## src/rtl/flot2fxd_seq.sv

```systemverilog
// flot2fxd_seq: iterative float32 to sign-magnitude fixed-point converter; define ROUND_NEAREST_EN for round-half-to-even, else truncate
module flot2fxd_seq #(
  parameter int FXD_W = 19,
  parameter int MAN_W = 23,
  parameter int EXP_W = 8
) (
  input  logic                   wb_clk_i,
  input  logic                   wb_rst_i,
  input  logic                   in_vld,
  output logic                   in_rdy,
  input  logic [EXP_W+MAN_W:0]   in_flt,
  output logic                   out_vld,
  input  logic                   out_rdy,
  output logic [FXD_W-1:0]       out_fxd,
  output logic                   out_zro,
  output logic                   out_ovf,
  output logic                   out_nan
);
  localparam int BIAS = 2**(EXP_W-1)-1;
  localparam int MW = FXD_W-1;
  localparam int KW = $clog2(MAN_W+2);
  localparam logic [EXP_W-1:0] E_OVF = EXP_W'(BIAS+MW);
  localparam logic [EXP_W-1:0] E_LOW = EXP_W'(BIAS-2);
  localparam logic [EXP_W-1:0] E_K = EXP_W'(BIAS+MAN_W);
  typedef enum logic [1:0] {IDLE, SHIFT, RND, HOLD} state_t;
  state_t state, nxt;
  logic s, g, stk, inc, ovf;
  logic [MAN_W:0] sig;
  logic [KW-1:0] k;
  logic [MAN_W+1:0] mag;
  logic [MW-1:0] sat;
  logic fs, is_top, is_nan, is_big, is_small;
  logic [EXP_W-1:0] fe;
  logic [MAN_W-1:0] fm;
  assign {fs, fe, fm} = in_flt;
  assign is_top = fe == '1;
  assign is_nan = is_top && fm != '0;
  assign is_big = is_top || fe >= E_OVF;
  assign is_small = fe <= E_LOW;
  assign in_rdy = state == IDLE;
  assign out_vld = state == HOLD;
`ifdef ROUND_NEAREST_EN
  assign inc = g & (stk | sig[0]);
`else
  assign inc = 1'b0;
`endif
  assign mag = {1'b0, sig} + (MAN_W+2)'(inc);
  assign ovf = |mag[MAN_W+1:MW];
  assign sat = ovf ? '1 : mag[MW-1:0];
  // state register; async reset abandons any in-flight item
  always_ff @(posedge wb_clk_i or posedge wb_rst_i)
    if (wb_rst_i) state <= IDLE;
    else state <= nxt;
  // next-state: specials skip straight to HOLD, normals shift k times then round
  always_comb begin
    nxt = state;
    case (state)
      IDLE:  if (in_vld) nxt = (is_big || is_small) ? HOLD : SHIFT;
      SHIFT: if (k == KW'(1)) nxt = RND;
      RND:   nxt = HOLD;
      HOLD:  if (out_rdy) nxt = IDLE;
      default: nxt = IDLE;
    endcase
  end
  // datapath: latch at accept, shift with guard/sticky, register rounded result
  always_ff @(posedge wb_clk_i or posedge wb_rst_i)
    if (wb_rst_i) begin
      s <= 1'b0;
      sig <= '0;
      g <= 1'b0;
      stk <= 1'b0;
      k <= '0;
      out_fxd <= '0;
      out_zro <= 1'b0;
      out_ovf <= 1'b0;
      out_nan <= 1'b0;
    end else if (state == IDLE && in_vld) begin
      s <= fs;
      sig <= {1'b1, fm};
      g <= 1'b0;
      stk <= 1'b0;
      k <= KW'(E_K - fe);
      if (is_nan) begin
        out_fxd <= '0;
        out_zro <= 1'b1;
        out_ovf <= 1'b0;
        out_nan <= 1'b1;
      end else if (is_big) begin
        out_fxd <= {fs, {MW{1'b1}}};
        out_zro <= 1'b0;
        out_ovf <= 1'b1;
        out_nan <= 1'b0;
      end else if (is_small) begin
        out_fxd <= '0;
        out_zro <= 1'b1;
        out_ovf <= 1'b0;
        out_nan <= 1'b0;
      end
    end else if (state == SHIFT) begin
      sig <= sig >> 1;
      g <= sig[0];
      stk <= stk | g;
      k <= k - KW'(1);
    end else if (state == RND) begin
      out_fxd <= (mag == '0) ? '0 : {s, sat};
      out_zro <= mag == '0;
      out_ovf <= ovf;
      out_nan <= 1'b0;
    end
endmodule

```

## config.mk

```make
export PLATFORM = sky130hd
export DESIGN_NAME = flot2fxd_seq
export DESIGN_NICKNAME = d
export VERILOG_FILES = /design/src/rtl/flot2fxd_seq.sv
export SDC_FILE = /design/constraint.sdc
export NUM_CORES = 1
export LEC_CHECK = 0
export CAP_MARGIN = 10
export CORE_ASPECT_RATIO = 1.1
export CORE_MARGIN = 2
export CORE_UTILIZATION = 45
export DETAILED_ROUTE_END_ITERATION = 8
export MAX_ROUTING_LAYER = met4
export PLACE_DENSITY = 0.72
export SLEW_MARGIN = 30
export SYNTH_ARGS = -nofsm -noshare
export SYNTH_HDL_FRONTEND = slang
export SYNTH_SLANG_ARGS = --single-unit
```

## constraint.sdc

```tcl
create_clock -name wb_clk_i -period 4.32 [get_ports wb_clk_i]
set_clock_uncertainty 0.2 [all_clocks]
set_input_delay 0.432 -clock wb_clk_i [delete_from_list [all_inputs] [get_ports wb_clk_i]]
set_output_delay 0.432 -clock wb_clk_i [all_outputs]
set_load 0.1 [all_outputs]
```

Yosys cells after proc, flatten, opt, wreduce, memory -nomap -nowiden --
Index checks and enable logic that the tools add are counted.
Word-level totals: flip-flop bits (word level) 54, output and inout port bits 24, word-level logic and storage cells 68
Cells by class: $add $sub $neg 2, magnitude comparators 2, eq/ne operators 10, muxes and demuxes 34, reduce and logical (&&, ||, !) cells 12
Operators with widths (number):
- $mux 19 | 7
- $mux 24 | 2
- $logic_not 25->1 | 1
- $reduce_bool 23->1 | 1
- $mux 18 | 1
- $mux 1 | 17
- $mux 5 | 2
- $eq 8x8->1 const B | 1
- $ge 8x8->1 const B | 1
- $le 8x7->1 const B | 1
- $mux 2 | 4
- $pmux 2 s4 | 1
- $ne 2x2->1 const B | 3
- $reduce_and 3->1 | 2
- $reduce_or 6->1 | 1
- $eq 5x1->1 const B | 1
- $sub 5x1->5 const B | 1
- $sub 5x5->5 const A | 1
- $eq 2x2->1 const B | 2
- $ne 4x4->1 const B | 1
- $reduce_bool 2->1 | 2
- $eq 2x1->1 const B | 1
- $logic_and 1x1->1 | 2
- $logic_not 2->1 | 1
- 2 further kinds | 3

Longest topological paths before layout --
depth after elaboration 6, gate-level depth with buffers 10, gate-level depth less buffers 7

Worst setup path after synthesis --
Ideal clock, no wire load.
kind reg2reg, from reg state[0], to reg out_fxd[0], data arrival time 2.861 ns, data required time 4.051 ns, setup slack 1.190 ns, cell stages (with the launch flop) 11, buffers on the path 3, period minus slack after synthesis 3.130 ns, cells stage by stage dfrtp_1 > inv_1 > ha_1 > nand2_1 > o41ai_1 > a211o_2 > buf_6 > a211o_2 > buf_6 > buf_12 > o221a_1
On the way: word-level cells in the longest chain between the ends 4, elaborated cells on any way between the ends 9
RTL lines:
- from (decl) | RTL line 26 | state_t state, nxt;
- from (signal assigned) | RTL line 53 | else state <= nxt;
- $logic_not 2->1 *
- named net in_rdy | RTL line 10 | output logic in_rdy,
- $logic_and 1x1->1 * | RTL line 77 | end else if (state == IDLE && in_vld) begin
- $ne 4x4->1 (no line) (tied with other cells)
- $reduce_and 3->1 (no line)
- to (signal assigned) | RTL line 89 | out_fxd <= {fs, {MW{1'b1}}};
- to (signal assigned) | RTL line 105 | out_fxd <= (mag == '0) ? '0 : {s, sat};
- to (decl) | RTL line 14 | output logic [FXD_W-1:0] out_fxd,
The timed path passes the listed nets; every way through them passes the cells marked *. A chain may end at the register's enable or synchronous reset.

Final worst setup path --
from reg state[1], to reg out_fxd[0]
On the way: word-level cells in the longest chain between the ends 4, elaborated cells on any way between the ends 9
RTL lines (RTL line):
- $logic_not 2->1 | 77
- $logic_and 1x1->1 | 77
- $ne 4x4->1 (no line) (tied with other cells)
- $reduce_and 3->1 (no line)
Parallel ways exist; a longest one is shown, timed or not.

==> results.toml <==
[clock_tree]
path_clk_slew_ns = 0.10
cts_resized = 0
cts_hold_buf = 0
cts_inserted_buffers = 5
cts_tree = "done"
htree_num_levels = 2
cts-root-buf = "clkbuf_8"
clockBufferDepth = 2
cts_sinks = 54
post_cts_buffers = 0
worstSkewPairLatency_ns = 0.31

[floorplan]
start_util_pct = 46.1
die_h_um = 87.3
num_io_pins = 60
die_area_um2 = 6960
die_x_um = 79.8
rows = 30
core-area_um2 = 6160

[route]
first_iter_violations = 131
wl_um = 6230
dr.pass1.iters = 5
vias_per_cell = 5.48
drt-wirelength-per-cell_um = 15.3
antenna_left = 0
drcViolationCount = 0
dr_total_vias = 2232

[timing]
max_slew.worst_pin.slew_ns = 0.971
hold_violations = 0
final.setup.tns_ns = 0
period_share_pct = 72.1
drv_slew = 0
finalSetupViolCount = 0
holdWs_ns = 0.299
setup_ws_ns = 1.20
rsz0062_at_grt = "false"
finalCriticalPeriod_ns = 3.12
slew_headroom_pct = 35.1
fmax_mhz = 321

[synth]
ys_types = 43
yosys_warnings = 0
avgSynthCellArea_um2 = 10.4
synth_nets = 319
ys_seq_elements = 54
yosys-top-cells-area = "dfrtp_1 48%, mux2i_1 8.5%, o221a_1 6.3%, nand2_1 5.8%, o21ai_0 5.8%"
synthFlopType = "dfrtp_1"
yosysTopAreaCell = "dfrtp_1"
synthCells = 273
syn-cell-area_um2 = 2840
ys_seq_area_share_pct = 47.6
async_flop_share_pct = 100
synth_edf_count = 0
synth_top_area_share_pct = 47.6

[critical_path]
slowest_delay_ns = 0.83
crit_required_ns = 4.37
critPathArrivalTime_ns = 3.17
r2r_end = "out_fxd[0]"
critical_path_cell_count = 7
end_kind = "flip-flop"
path_cells = "inv_1 -> ha_1 -> nand2_1 -> o41ai_1 -> a211o_2 -> a211o_2 -> o221a_1"
start_kind = "flip-flop"
reg2reg_setup_slack_ns = 1.20
crit_top_cell = "a211o_2"
critPathBufInv = 1
startpoint = "state[1]"
reg2regPathDepth = 7
critPathTopFamily = "compound AO/OA/AOI/OAI gates"
critPathKind = "reg2reg"
crit_fanout = 17
cpMaxStageDelayCell = "o41ai_1"
setup.worst_path.end = "out_fxd[0]"
r2r-start = "state[1]"

[grt]
grt_pass1_vias = 2113
grt_antenna_before_repair = 0
busiest_layer = "met2"
gr-usage-met1_pct = 26.4
met2_usage_pct = 31.5
grt_max_degree = 54
grt_overflow = 0
grt_pass1_wl_um = 10300
use_met3_pct = 2.28
track_usage_pct = 19.6

[placed_design]
gp_congestion = 0.849
dpl.hpwl_um = 4720
numPortBuffers = 59
pre_cts_ws_ns = 0.997

[power]
powerDensity_nw_per_um2 = 820
max-vdd-ir-drop_mv = 0.457
power_mw = 2.93
power.leakage_nw = 1.39

[outcome]
outcome = "finished, final reports clean"

[layout]
fillerInstances = 564
drive_gt1_share_pct = 6.42
fin_nets = 372
seqCellArea_um2 = 1350
multi_input_area_um2 = 1360
insertedDiodeCount = 0
post-route-util_pct = 58.0
area_growth_pct = 25.6

[hold_path]
holdCritPathClass = "reg2reg"

[job]
cap_violations = 0
## cells by family after synthesis
family / synth area share [%]
and+or+nand+nor: 13.0
AOI/OAI and AO/OA: 19.3
DFF: 47.6
buffers and inverters: 5.07
muxes: 8.46
adders and majority gates: 4.41
xor gates and xnor gates: 2.16
## where the power goes
group,leakage [nW],switching (mW),internal (mW)
logic,0.725,1.15,0.523
clock network,0.0506,0.176,0.121
registers,0.612,0.208,0.747
total,1.39,1.54,1.39
## layout by cell type (no fill, tap or decap), types with 2 or more instances in the layout
| cell type | n |
|---|---|
| a21oi_1 | 3 |
| nor2_1 | 7 |
| xor2_1 | 5 |
| dfrtp_1 | 54 |
| a211o_2 | 2 |
| mux2i_1 | 24 |
| clkbuf_8 | 5 |
| nor4_1 | 10 |
| o221a_1 | 16 |
| o221ai_1 | 2 |
| nand3_1 | 4 |
| buf_4 | 3 |
| clkdlybuf4s50_1 | 59 |
| nand2_1 | 44 |
| nor3_1 | 4 |
| nand3b_1 | 2 |
| inv_1 | 12 |
| ha_1 | 10 |
| o21ai_0 | 33 |
| xnor2_1 | 2 |
## cell usage after synthesis, drive strengths merged, types with 2 or more instances
library cell	count
a211o	3
a211oi	2
a21oi	3
buf	7
clkbuf	9
dfrtp	54
ha	10
inv	13
mux2i	24
nand2	44
nand3	4
nand3b	2
nor2	7
nor3	4
nor4	10
o21ai	33
o221a	16
o221ai	2
or4b	2
xnor2	2
xor2	5
## layout make-up
cell class / count / area share [%]
Clock buffer: 5 / 1.93
Timing Repair Buffer: 62 / 17.2
Clock inverter: 3 / 0.806
Tap cell: 80 / 2.81
Inverter: 13 / 1.37
Sequential cell: 54 / 37.9
Multi-Input combinational cell: 190 / 38.0
## worst min-delay path by stage
stage | from | end | slack (ns) | depth (start not counted)
5_1_grt | out_zro | out_zro | 0.32 | 2
2_1_floorplan | s | s | 0.23 | 2
4_1_cts | s | s | 0.30 | 2
3_5_place_dp | s | s | 0.28 | 2
3_3_place_gp | s | s | 0.25 | 2
6_report | s | s | 0.30 | 2
## layer usage
layer	vias up	part of all wire [%]
met2	40	48
met5	-	0
met3	9	2.9
li1	1106	-
met4	0	1.6
met1	1077	47
## registers in the layout (all words and copies together) (netlist names)
register and cells:
out_zro 1, out_ovf 1, out_nan 1, state 2, s 1, sig 24
k 5, out_fxd 19
## tightest hold or removal path, cell delays in order (launching register included)
cell	delay (ns)
dfrtp_1	0.36
nand2_1	0.05
nand2_1	0.06
## through the flow
stage	area (um^2)	instances
4_1_cts	3570	407
3_3_place_gp	3460	399
6_report	3570	407
2_1_floorplan	2840	273
5_1_grt	3570	407
3_5_place_dp	3470	399
(Power assumes the default switching activity.)
